<file path="config.mk">
export PLATFORM = sky130hd
export DESIGN_NAME = cpu_regfile_arbiter
export DESIGN_NICKNAME = d
export VERILOG_FILES = /design/src/rtl/cpu_pkg.sv /design/src/rtl/cpu_rr_arbiter.sv /design/src/rtl/cpu_regfile_arbiter.sv
export SDC_FILE = /design/constraint.sdc
export NUM_CORES = 1
export LEC_CHECK = 0
export ABC_AREA = 1
export BUFFER_PORTS_ARGS = -buffer_cell sky130_fd_sc_hd__buf_2
export CORE_MARGIN = 2
export CORE_UTILIZATION = 35
export DETAILED_ROUTE_END_ITERATION = 6
export PLACE_DENSITY = 0.65
export SLEW_MARGIN = 20
export SYNTH_ARGS = -nofsm -noshare
export SYNTH_HDL_FRONTEND = slang
export SYNTH_HIERARCHICAL = 1
export SYNTH_SLANG_ARGS = --single-unit
</file>
<file path="constraint.sdc">
create_clock -name i_clock -period 3.25 [get_ports i_clock]
set_input_delay 0.325 -clock i_clock [delete_from_list [all_inputs] [get_ports i_clock]]
set_output_delay 0.325 -clock i_clock [all_outputs]
set_load 0.03 [all_outputs]
</file>
<file path="src/rtl/cpu_pkg.sv">
// Shared CPU definitions: datapath width, register index width and a scoreboard helper.
package cpu_pkg;

    localparam int XLEN      = 32;
    localparam int REG_IDX_W = 5;
    localparam int NUM_REGS  = 32;

    typedef logic [REG_IDX_W-1:0] reg_idx_t;

    // x0 is hardwired, so it can never be busy regardless of the pending vector.
    function automatic logic reg_busy(input reg_idx_t idx, input logic [NUM_REGS-1:0] pend);
        return (idx != '0) && pend[idx];
    endfunction

endpackage

</file>
<file path="src/rtl/cpu_rr_arbiter.sv">
// Round-robin arbiter: one-hot grant searching upward from the last granted index, with wrap.
module cpu_rr_arbiter #(
    parameter int N = 3
) (
    input  logic         i_clock,
    input  logic         i_reset,
    input  logic [N-1:0] i_req,
    output logic [N-1:0] o_grant
);

    localparam int IDX_W = (N > 1) ? $clog2(N) : 1;

    logic [IDX_W-1:0] last_q, last_d;
    logic [IDX_W-1:0] cand;
    logic             found;

    always_comb begin
        o_grant = '0;
        last_d  = last_q;
        found   = 1'b0;
        cand    = '0;
        for (int off = 1; off <= N; off++) begin
            cand = IDX_W'((int'(last_q) + off) % N);
            if (!found && i_req[cand]) begin
                found         = 1'b1;
                o_grant[cand] = 1'b1;
                last_d        = cand;
            end
        end
    end

    // Pointer resets to the top index so requester 0 wins the first search.
    always_ff @(posedge i_clock or posedge i_reset) begin
        if (i_reset) begin
            last_q <= IDX_W'(N - 1);
        end else begin
            last_q <= last_d;
        end
    end

endmodule

</file>
<file path="src/rtl/cpu_regfile_arbiter.sv">
// Register-file controller: round-robin writeback, pending-destination scoreboard, read hazard gating.
// Optional write-to-read bypass of the output stage is enabled by defining CPU_REGFILE_BYPASS_EN.
module cpu_regfile_arbiter
    import cpu_pkg::*;
#(
    parameter int NUM_REQ = 3
) (
    input  logic                           i_clock,
    input  logic                           i_reset,
    input  logic [NUM_REQ-1:0]             i_wb_valid,
    input  logic [NUM_REQ*REG_IDX_W-1:0]   i_wb_rd_idx,
    input  logic [NUM_REQ*XLEN-1:0]        i_wb_rd,
    output logic [NUM_REQ-1:0]             o_wb_ready,
    input  logic                           i_issue_valid,
    input  logic [REG_IDX_W-1:0]           i_issue_rd_idx,
    output logic                           o_issue_ready,
    input  logic                           i_read_req,
    input  logic [REG_IDX_W-1:0]           i_read_rs1_idx,
    input  logic [REG_IDX_W-1:0]           i_read_rs2_idx,
    output logic                           o_read_stall,
    output logic                           o_read_valid,
    output logic [XLEN-1:0]                o_rs1,
    output logic [XLEN-1:0]                o_rs2,
    output logic                           o_read,
    output logic [REG_IDX_W-1:0]           o_read_rs1_idx,
    output logic [REG_IDX_W-1:0]           o_read_rs2_idx,
    input  logic [XLEN-1:0]                i_rs1,
    input  logic [XLEN-1:0]                i_rs2,
    output logic                           o_write,
    output logic [REG_IDX_W-1:0]           o_write_rd_idx,
    output logic [XLEN-1:0]                o_rd
);

    logic [NUM_REGS-1:0] pending_q, pending_d;
    logic                write_q, write_d;
    reg_idx_t            wr_idx_q, wr_idx_d;
    logic [XLEN-1:0]     wr_data_q, wr_data_d;
    logic                read_valid_q, read_valid_d;

    logic [NUM_REQ-1:0]  wb_req, wb_grant;
    reg_idx_t            sel_idx;
    logic [XLEN-1:0]     sel_data;
    logic                haz_rs1, haz_rs2, read_ok, issue_take;

    assign wb_req = i_wb_valid & {NUM_REQ{~i_reset}};

    cpu_rr_arbiter #(.N(NUM_REQ)) u_arb (
        .i_clock (i_clock),
        .i_reset (i_reset),
        .i_req   (wb_req),
        .o_grant (wb_grant)
    );

    always_comb begin
        sel_idx  = '0;
        sel_data = '0;
        for (int k = 0; k < NUM_REQ; k++) begin
            if (wb_grant[k]) begin
                sel_idx  = i_wb_rd_idx[k*REG_IDX_W +: REG_IDX_W];
                sel_data = i_wb_rd[k*XLEN +: XLEN];
            end
        end
    end

`ifdef CPU_REGFILE_BYPASS_EN
    logic            byp_rs1_q, byp_rs1_d, byp_rs2_q, byp_rs2_d;
    logic [XLEN-1:0] byp_data_q, byp_data_d;

    // A register whose write is sitting in the output stage is forwarded instead of stalled.
    assign haz_rs1 = reg_busy(i_read_rs1_idx, pending_q) && !(write_q && wr_idx_q == i_read_rs1_idx);
    assign haz_rs2 = reg_busy(i_read_rs2_idx, pending_q) && !(write_q && wr_idx_q == i_read_rs2_idx);

    always_comb begin
        byp_rs1_d  = o_read && write_q && (wr_idx_q == i_read_rs1_idx);
        byp_rs2_d  = o_read && write_q && (wr_idx_q == i_read_rs2_idx);
        byp_data_d = wr_data_q;
    end

    always_ff @(posedge i_clock or posedge i_reset) begin
        if (i_reset) begin
            byp_rs1_q  <= 1'b0;
            byp_rs2_q  <= 1'b0;
            byp_data_q <= '0;
        end else begin
            byp_rs1_q  <= byp_rs1_d;
            byp_rs2_q  <= byp_rs2_d;
            byp_data_q <= byp_data_d;
        end
    end

    assign o_rs1 = byp_rs1_q ? byp_data_q : i_rs1;
    assign o_rs2 = byp_rs2_q ? byp_data_q : i_rs2;
`else
    assign haz_rs1 = reg_busy(i_read_rs1_idx, pending_q);
    assign haz_rs2 = reg_busy(i_read_rs2_idx, pending_q);
    assign o_rs1   = i_rs1;
    assign o_rs2   = i_rs2;
`endif

    assign read_ok        = !(haz_rs1 || haz_rs2);
    assign o_read         = !i_reset && i_read_req && read_ok;
    assign o_read_stall   = !i_reset && i_read_req && !read_ok;
    assign o_read_rs1_idx = i_read_rs1_idx;
    assign o_read_rs2_idx = i_read_rs2_idx;

    assign o_issue_ready  = !i_reset && !reg_busy(i_issue_rd_idx, pending_q);
    assign issue_take     = i_issue_valid && o_issue_ready;

    assign o_wb_ready     = wb_grant;
    assign o_write        = write_q;
    assign o_write_rd_idx = wr_idx_q;
    assign o_rd           = wr_data_q;
    assign o_read_valid   = read_valid_q;

    always_comb begin
        pending_d = pending_q;
        if (write_q) begin
            pending_d[wr_idx_q] = 1'b0;
        end
        // Applied after the clear so a same-edge issue to the same register keeps it pending.
        if (issue_take) begin
            pending_d[i_issue_rd_idx] = 1'b1;
        end
        pending_d[0] = 1'b0;

        write_d      = (|wb_grant) && (sel_idx != '0);
        wr_idx_d     = (|wb_grant) ? sel_idx  : wr_idx_q;
        wr_data_d    = (|wb_grant) ? sel_data : wr_data_q;
        read_valid_d = o_read;
    end

    always_ff @(posedge i_clock or posedge i_reset) begin
        if (i_reset) begin
            pending_q    <= '0;
            write_q      <= 1'b0;
            wr_idx_q     <= '0;
            wr_data_q    <= '0;
            read_valid_q <= 1'b0;
        end else begin
            pending_q    <= pending_d;
            write_q      <= write_d;
            wr_idx_q     <= wr_idx_d;
            wr_data_q    <= wr_data_d;
            read_valid_q <= read_valid_d;
        end
    end

endmodule

</file>
; Word-level counts from Yosys, hierarchy flattened
; Index checks and enable logic that the tools add are counted.
; W data, S select, Z words.
[totals]
output_inout_bits = 119
regBits = 72
in_bits = 197
elab_cells = 97
[op_classes]
n_reduce_logical = 28
n_div = 3
n_mux = 38
addsub = 3
bitwise = 7
n_lt_le_gt_ge = 12
[ops]
columns = op, n
row1 = $mux W32, 5
row2 = $mod A32 B3 Y32 const B, 3
row3 = $and A32 B32 Y32, 1
row4 = $not A32 Y32, 1
row5 = $or A32 B32 Y32, 1
row6 = $lt A5 B6 Y1 const B, 4
row7 = $reduce_bool A5 Y1, 4
row8 = $logic_and A1 B1 Y1, 16
row9 = $bmux W1 S5, 3
row10 = $mux W5, 3
row11 = $mux W1, 13
row12 = $demux W1 S5, 2
row13 = $ge A5 B1 Y1 const B, 2
row14 = $lt A2 B3 Y1 const B, 3
row15 = $mux W3, 3
row16 = $add A2 B2 Y3 const B, 2
row17 = $bmux W1 S2, 3
row18 = $demux W1 S2, 3
row19 = $ge A2 B1 Y1 const B, 3
row20 = $mux W2, 3
row21 = $or A3 B3 Y3, 2
row22 = $logic_not A1 Y1, 5
row23 = $add A2 B1 Y3 const B, 1
row24 = $and A3 B3 Y3, 1
row25 = other kinds (4), 4

; Logic depth before layout (Yosys ltp)
; Gate-level depths: netlist of the first run.
[depth]
ltp_word = 16
depth_mapped = 17
mapped_depth_nobuf = 16

; By module
; The synthesis of the first run kept the hierarchy.
[modules_own_cells]
columns = mod, area_each_um2, instances, seq_area_each_um2, cells_per_inst
row1 = cpu_regfile_arbiter, 5345.1, 1, 1751.7, 761
row2 = cpu_rr_arbiter, 391.6, 1, 51.3, 61

; Worst setup path before layout of the first run
; OpenSTA, ideal clock, no wires.
[synth_path]
path_type = input port to output port
start = input port i_reset
end = output port o_read
cell_stages = 3
path_buffers = 0
slack_ps = 139
t_required_ps = 2925
t_arrival_ps = 2786
path_cell_list = inv_1 > nand2_1 > nor3_1
[synth_between]
elab_chain_cells = 3
[synth_lines]
columns = element, line
row1 = from (decl), cpu_regfile_arbiter.sv:9  ; input logic i_reset,
row2 = $logic_not A1 Y1 (no line), --
row3 = $logic_and A1 B1 Y1 (2 in a row), cpu_regfile_arbiter.sv:101  ; assign o_read = !i_reset && i_read_req && read_ok;
row4 = to (decl), cpu_regfile_arbiter.sv:24  ; output logic o_read,
; Every way passes these cells.

; Worst setup path after layout of the first run
[layout_path]
start = input port i_reset
end = register wr_idx_q[3] (netlist: o_write_rd_idx[3])
[layout_between]
elab_chain_cells = 14
elab_cells_between_ends = 23
classes_between = mux (14) / bitwise (4) / reduce/logical (5)
[layout_lines]
columns = element, line
row1 = $not A1 Y1 *, cpu_regfile_arbiter.sv:45  ; assign wb_req = i_wb_valid & {NUM_REQ{~i_reset}};
row2 = $and A3 B3 Y3 *, cpu_regfile_arbiter.sv:45
row3 = via wb_req[0], cpu_regfile_arbiter.sv:40  ; logic [NUM_REQ-1:0] wb_req, wb_grant;
row4 = $bmux W1 S2, cpu_rr_arbiter.sv:24  ; if (!found && i_req[cand]) begin
row5 = $mux W1 (not written as such), cpu_rr_arbiter.sv:24
row6 = $mux W1, cpu_rr_arbiter.sv:24
row7 = $logic_not A1 Y1, cpu_rr_arbiter.sv:24
row8 = $logic_and A1 B1 Y1, cpu_rr_arbiter.sv:24
row9 = $mux W1, cpu_rr_arbiter.sv:24
row10 = $logic_not A1 Y1, cpu_rr_arbiter.sv:24
row11 = $logic_and A1 B1 Y1, cpu_rr_arbiter.sv:24
row12 = $mux W3 *, cpu_rr_arbiter.sv:24
row13 = $mux W5 (3 in a row), cpu_regfile_arbiter.sv:58  ; if (wb_grant[k]) begin
row14 = to (signal assigned), cpu_regfile_arbiter.sv:142  ; wr_idx_q <= wr_idx_d;
row15 = to (decl), cpu_regfile_arbiter.sv:36  ; reg_idx_t wr_idx_q, wr_idx_d;
; The timed path passes the listed nets; every way through them passes the cells marked *. The select of a mux whose other input is x is not followed.
; A chain may end at the register's enable or synchronous reset.

==> results of run 1 <==
-- sequential cells by signal, summed over array words and instances, names as in the netlist --
name and cells:
o_read_valid 1, pending_q 31, o_write 1, u_arb/last_q 2
o_rd 32, o_write_rd_idx 5
-- Yosys cell counts, drive strengths merged --
library cell | n | area share, %
nand2 | 218 | 15
nand3 | 131 | 14
buf | 90 | 12
nor2 | 86 | 6.1
o21ai | 73 | 6.4
dfrtp | 71 | 31
inv | 64 | 4.4
a221oi | 32 | 4.9
clkbuf | 22 | 1.4
nor3 | 9 | 0.79
a21oi | 7 | 0.81
ha | 4 | 0.87
o211ai | 4 | 0.52
a31oi | 3 | 0.33
a22oi | 2 | 0.26
o21bai | 2 | 0.26
clkinv | 1 | 0.065
dfstp | 1 | 0.46
nand3b | 1 | 0.13
nand4 | 1 | 0.11
-- layer usage --
layer | vias up | wire (µm) | GRT usage (%)
li1 | 2842 | - | -
met1 | 2633 | 7400 | 24.6
met2 | 226 | 8320 | 33.2
met3 | 19 | 1130 | 4.50
met4 | 0 | 282 | 6.16
met5 | - | 0 | 0
-- worst max-delay path: cells and delay by family --
family                 cells  cell delay [ps]
AOI/OAI and AO/OA          4              830
buffers and inverters      4             1170
and+or+nand+nor            7              850
-- final timing paths --
path	start	to	slack [ps]	cells past startpoint
setup / recovery	i_reset	o_write_rd_idx[3]	290	15
hold / removal	i_wb_rd_idx[10]	o_write_rd_idx[0]	240	3
setup reg to reg	u_arb/last_q[0]	o_write_rd_idx[3]	340	16
hold reg to reg	o_rd[23]	o_rd[23]	510	2
max in group asynchronous	i_reset	o_rd[7]	1670	4
min in group asynchronous	i_reset	u_arb/last_q[0]	510	3
-- timing repair --
| item | in CTS | in global routing |
|---|---|---|
| gates resized for setup | 0 | 1 |
| endpoints found under the setup margin | 0 | 10 |
| hold buffers | 1 | 0 |
| hold endpoints to repair | 1 | 0 |
-- cell families after synthesis --
logic type | after synthesis | share of synthesized area (%)
AO/OA/AOI/OAI | 123 | 13.5
adder cells (fa/ha/maj) | 4 | 0.872
buffers and inverters | 177 | 18.3
flip-flops | 72 | 31.4
AND/OR/NAND/NOR | 446 | 35.9
-- power by group through the flow --
stage | sequential, mW | clock, mW | combinational (mW)
5_1_grt | 1.87 | 1.20 | 4.33
2_1_floorplan | 2.15 | 0 | 2.52
6_report | 1.82 | 1.14 | 3.83
3_5_place_dp | 1.82 | 0 | 3.83
3_3_place_gp | 1.82 | 0 | 3.78
4_1_cts | 1.81 | 1.16 | 3.85
-- metrics by stage --
stage	power (mW)	setup slack, ps
2_1_floorplan	4.68	139
3_3_place_gp	5.60	366
3_5_place_dp	5.66	258
4_1_cts	6.82	248
5_1_grt	7.39	13.5
6_report	6.79	293
-- cell type report --
class | instances | area (µm²)
Clock buffer | 10 | 239
Clock inverter | 5 | 105
Fill cell | 1742 | 9350
Inverter | 65 | 254
Multi-Input combinational cell | 573 | 2910
Sequential cell | 72 | 1800
Tap cell | 216 | 270
Timing Repair Buffer | 195 | 1010
==> results_dict.tcl, run 1 <==
set metrics [dict create \
    stdcell_count 1136 \
    grt_pass1_wl_mm 27.8 \
    tightest_slew_ps 895 \
    p_sw_mw 3.37 \
    min-delay-path-class "in -> reg" \
    ys_types 37 \
    cts_max_level 3 \
    p_comb_share_pct 56.4 \
    grt_overflow_total 0 \
    final_util_pct 41.3 \
    hold-worst-slack_ps 244 \
    worstSetupPathType "in -> reg" \
    leakage_nw 3.29 \
    drt_iter0_markers 321 \
    nNetsFinal 1117 \
    cts_sinks 72 \
    hold_violations 0 \
    grt_pass1_vias 5468 \
    ys_seq_area_share_pct 31.4 \
    core_um2 15900 \
    min_period_ps 2960 \
    n_antenna_cell 0 \
    wire_per_inst_um 15.1 \
    dpl.cell_count 1120 \
    cp_slowest_stage_delay_ps 530 \
    die_y_um 132 \
    final_cell_mix "nand2_1, buf_2, nand3_1" \
    cts_tree "yes" \
    routed_via_density 5.04 \
    yosys_register_bits 72 \
    num_vias 5720 \
    grt_start_max_net_pins 71 \
    cp.arrival_ps 3210 \
    dp_hpwl_mm 13.2 \
    die_x_um 132 \
    rows 46 \
    root_buffer "clkbuf_16" \
    cap_violations 0 \
    drc 0 \
    track_usage_pct 19.6 \
    cts_made_buffers 9 \
    crit_fanout 37 \
    relSlewSlack_pct 40.3 \
    start_util_pct 36.0 \
    netlist_area_um2 5740 \
    period_share_pct 91.0 \
    gp_congestion 0.909 \
    antenna_found_initial 0 \
    first_pass_iters 5 \
    cts_buffer_depth 2 \
    cp_cell_sequence "dlygate4sd3_1, buf_2, nor2_1, nand2_1, nand2_1, nand2_1, nand2_2, nand2_2, o211ai_1, inv_1, nor2_2, buf_4, a22oi_1, o21ai_0, o21bai_1" \
    syn_area_per_cell_um2 6.98 \
    slowest_stage "dlygate4sd3_1" \
    finalSetupTns_ps 0 \
    peakVddDrop_mv 0.614 \
    yosysWarnings 6 \
    finalClockSkew_ps 6.43 \
    clkPwrFrac_pct 16.8 \
    final_common_cell "nand2_1" \
    ant_nets 0 \
    power_density_nw_per_um2 1030 \
    endpoint_kind "flip-flop" \
    start_kind "input pin" \
    place_area_um2 6230 \
    ios 316 \
    setup_viol 0 \
    dieArea_um2 17400 \
    worst_skew_pair.late_latency_ps 330 \
    slew_violations 0 \
    fin_area_um2 6590 \
    p_seq_share_pct 26.8 \
    cpMostUsedCell "nand2_1" \
    synth_nets 1023 \
    port_buffers 187 \
    postCtsSetupRepairBufs 0 \
    drive_above_1_share_pct 28.5 \
    p_sw_share_pct 49.7 \
    syn_inst 822 \
    wl_mm 17.1 \
    cp_data_required_time_ps 3510 \
    area_delta_synth_final_pct 14.9 \
    p_int_mw 3.41 \
    rsz0062_at_grt "no" \
    max_freq_ghz 0.338 \
    status "finished, final reports clean" \
    clk_pin_slew_ps 60 \
]
Note: power is estimated with default switching activity, not from simulation.
==> inputs of run 2 (changes only) <==
--- a/config.mk
+++ b/config.mk
@@ -7,10 +7,10 @@
 export LEC_CHECK = 0
 export ABC_AREA = 1
 export BUFFER_PORTS_ARGS = -buffer_cell sky130_fd_sc_hd__buf_2
-export CORE_MARGIN = 2
-export CORE_UTILIZATION = 35
+export CORE_AREA = 2 2 122 124
 export DETAILED_ROUTE_END_ITERATION = 6
-export PLACE_DENSITY = 0.65
+export DIE_AREA = 0 0 124 126
+export PLACE_DENSITY = 0.73
 export SLEW_MARGIN = 20
 export SYNTH_ARGS = -nofsm -noshare
 export SYNTH_HDL_FRONTEND = slang
==> run 2 against run 1 <==
Count of clock-buffer cells in the layout unchanged. Worst hold slack barely moved. Combinational power grew 2%. Highest routed layer unchanged. Die area is 10% lower. Cell count down 2.5%. Flip-flop and latch count unchanged. Largest power group unchanged.
==> results_dict.tcl, run 2 (synthesis results as in run 1) <==
set metrics [dict create \
    status "finished, final reports clean" \
    endpoint_kind "output pin" \
    dp_slack_ps 143 \
    leakage_nw 3.27 \
    nNetsFinal 1120 \
    ios 316 \
    worst_skew_pair.late_latency_ps 340 \
    cts_tree "yes" \
    wire_per_inst_um 15.4 \
    final_common_cell "nand2_1" \
    grt_start_max_net_pins 59 \
    start_util_pct 40.1 \
    final_util_pct 45.5 \
    dpl.cell_count 1091 \
    wl_mm 17.0 \
    ant_nets 0 \
    gp_congestion 0.921 \
    clk_pin_slew_ps 60 \
    holdPathStages 3 \
    cp.arrival_ps 2680 \
    finalPower_mw 6.69 \
    cpMostUsedCell "nor2_1" \
    grt_pass1_wl_mm 27.7 \
    postCtsSetupRepairBufs 0 \
    critPathBufInv 4 \
    tightest_slew_ps 836 \
    root_buffer "clkbuf_16" \
    cp_cell_sequence "dlygate4sd3_1, buf_2, nor2_1, nor2_1, nor2_1, nand2_1, nand2_1, nand3_1, o21ai_2, buf_4, buf_2" \
    first_pass_iters 4 \
    hold-worst-slack_ps 244 \
    cp_num_cells 11 \
    setup_viol 0 \
    cts_sinks 72 \
    cts_made_buffers 9 \
    cap_violations 0 \
    drt_iter0_markers 317 \
    largest_reg_flops 32 \
    finalClockSkew_ps 8.26 \
    period_share_pct 92.5 \
    cts_max_level 3 \
    fill_cells 1513 \
    stdcell_count 1108 \
    cts_buffer_depth 2 \
    setup_slack_ps 245 \
    cpLargestDelayFamily "buffers and inverters" \
    cp_data_required_time_ps 2920 \
    finalSetupTns_ps 0 \
    grt_overflow_total 0 \
    min_period_ps 3010 \
    port_buffers 187 \
    rsz0062_at_grt "no" \
    min-delay-path-class "in -> reg" \
    track_usage_pct 22.6 \
    core_um2 14300 \
    final_cell_mix "nand2_1, buf_2, nand3_1" \
    crit_fanout 21 \
    ff2ff_path_depth 16 \
    cp_slowest_stage_delay_ps 530 \
    dieArea_um2 15600 \
    power_density_nw_per_um2 1030 \
    peakVddDrop_mv 0.615 \
    die_y_um 126 \
    grt_pass1_vias 5607 \
    dp_hpwl_mm 13.1 \
    worstSetupPathType "in -> out" \
    rows 44 \
    routed_via_density 5.25 \
    n_antenna_cell 0 \
    antenna_found_initial 0 \
    fin_area_um2 6510 \
    slowest_stage "dlygate4sd3_1" \
    relSlewSlack_pct 44.3 \
    start_kind "input pin" \
    hold_violations 0 \
    area_delta_synth_final_pct 13.5 \
    num_vias 5817 \
    place_area_um2 6190 \
    die_x_um 124 \
    drc 0 \
    drive_above_1_share_pct 28.7 \
    max_freq_ghz 0.333 \
    slew_violations 0 \
]
## run 2: changes by cell type in the layout (fill, tap and decap cells not counted), sizes merged
cell	change
inv	+1
buf	+3
clkinvlp	+2
bufinv	-2
## run 2: power by group
group          internal, mW  total, mW  switching, mW
clock                 0.597      0.991          0.394
sequential             1.39       1.81          0.418
combinational          1.26       3.89           2.63
## run 2: path summary, 6_finish.rpt
path,from,endpoint,slack [ps]
worst min-delay path,i_wb_rd_idx[10],o_write_rd_idx[0],240
worst min register to register,u_arb/last_q[1],u_arb/last_q[1],510
max in group asynchronous,i_reset,o_rd[12],1600
worst max-delay path,i_reset,o_wb_ready[2],240
min in group asynchronous,i_reset,u_arb/last_q[0],500
worst max register to register,u_arb/last_q[0],o_write_rd_idx[3],380
## run 2: worst reg2reg max path, stage by stage (launching register included)
cell      delay (ps)
dfrtp_1          390
inv_1             80
ha_1             510
inv_4             70
nand2_4           70
nand2_4           50
nand2_2           70
o21ai_2           80
nor2_4           150
nand3_1           90
o211ai_1         200
inv_1             90
nor2_2            80
buf_4            290
a22oi_1          110
o21ai_0          310
o21bai_1         160
## run 2: area by class of cell
cell class              instances  area, µm²  area share (%)
clock buffers                  10        229            3.52
clock inverters                 6       68.8            1.06
inverters                      65        254            3.90
multi-input cells             573       2900            44.6
flip-flops and latches         72       1800            27.7
well taps                     184        230            3.54
repair buffers                198       1020            15.7
## run 2: per-layer routing
layer / vias to the layer above / global-route usage, % / wire [µm]
met1: 2646 / 29.0 / 7060
met2: 294 / 36.8 / 8060
li1: 2844 / - / -
met4: 0 / 7.60 / 383
met3: 33 / 5.75 / 1510
met5: - / 0 / 0
## run 2: timing repair
| item | 4_1_cts | 5_1_grt |
|---|---|---|
| hold buffers | 1 | 0 |
| resized for setup | 0 | 1 |
| endpoints found under the hold margin | 1 | 0 |
| setup endpoints to repair | 0 | 1 |
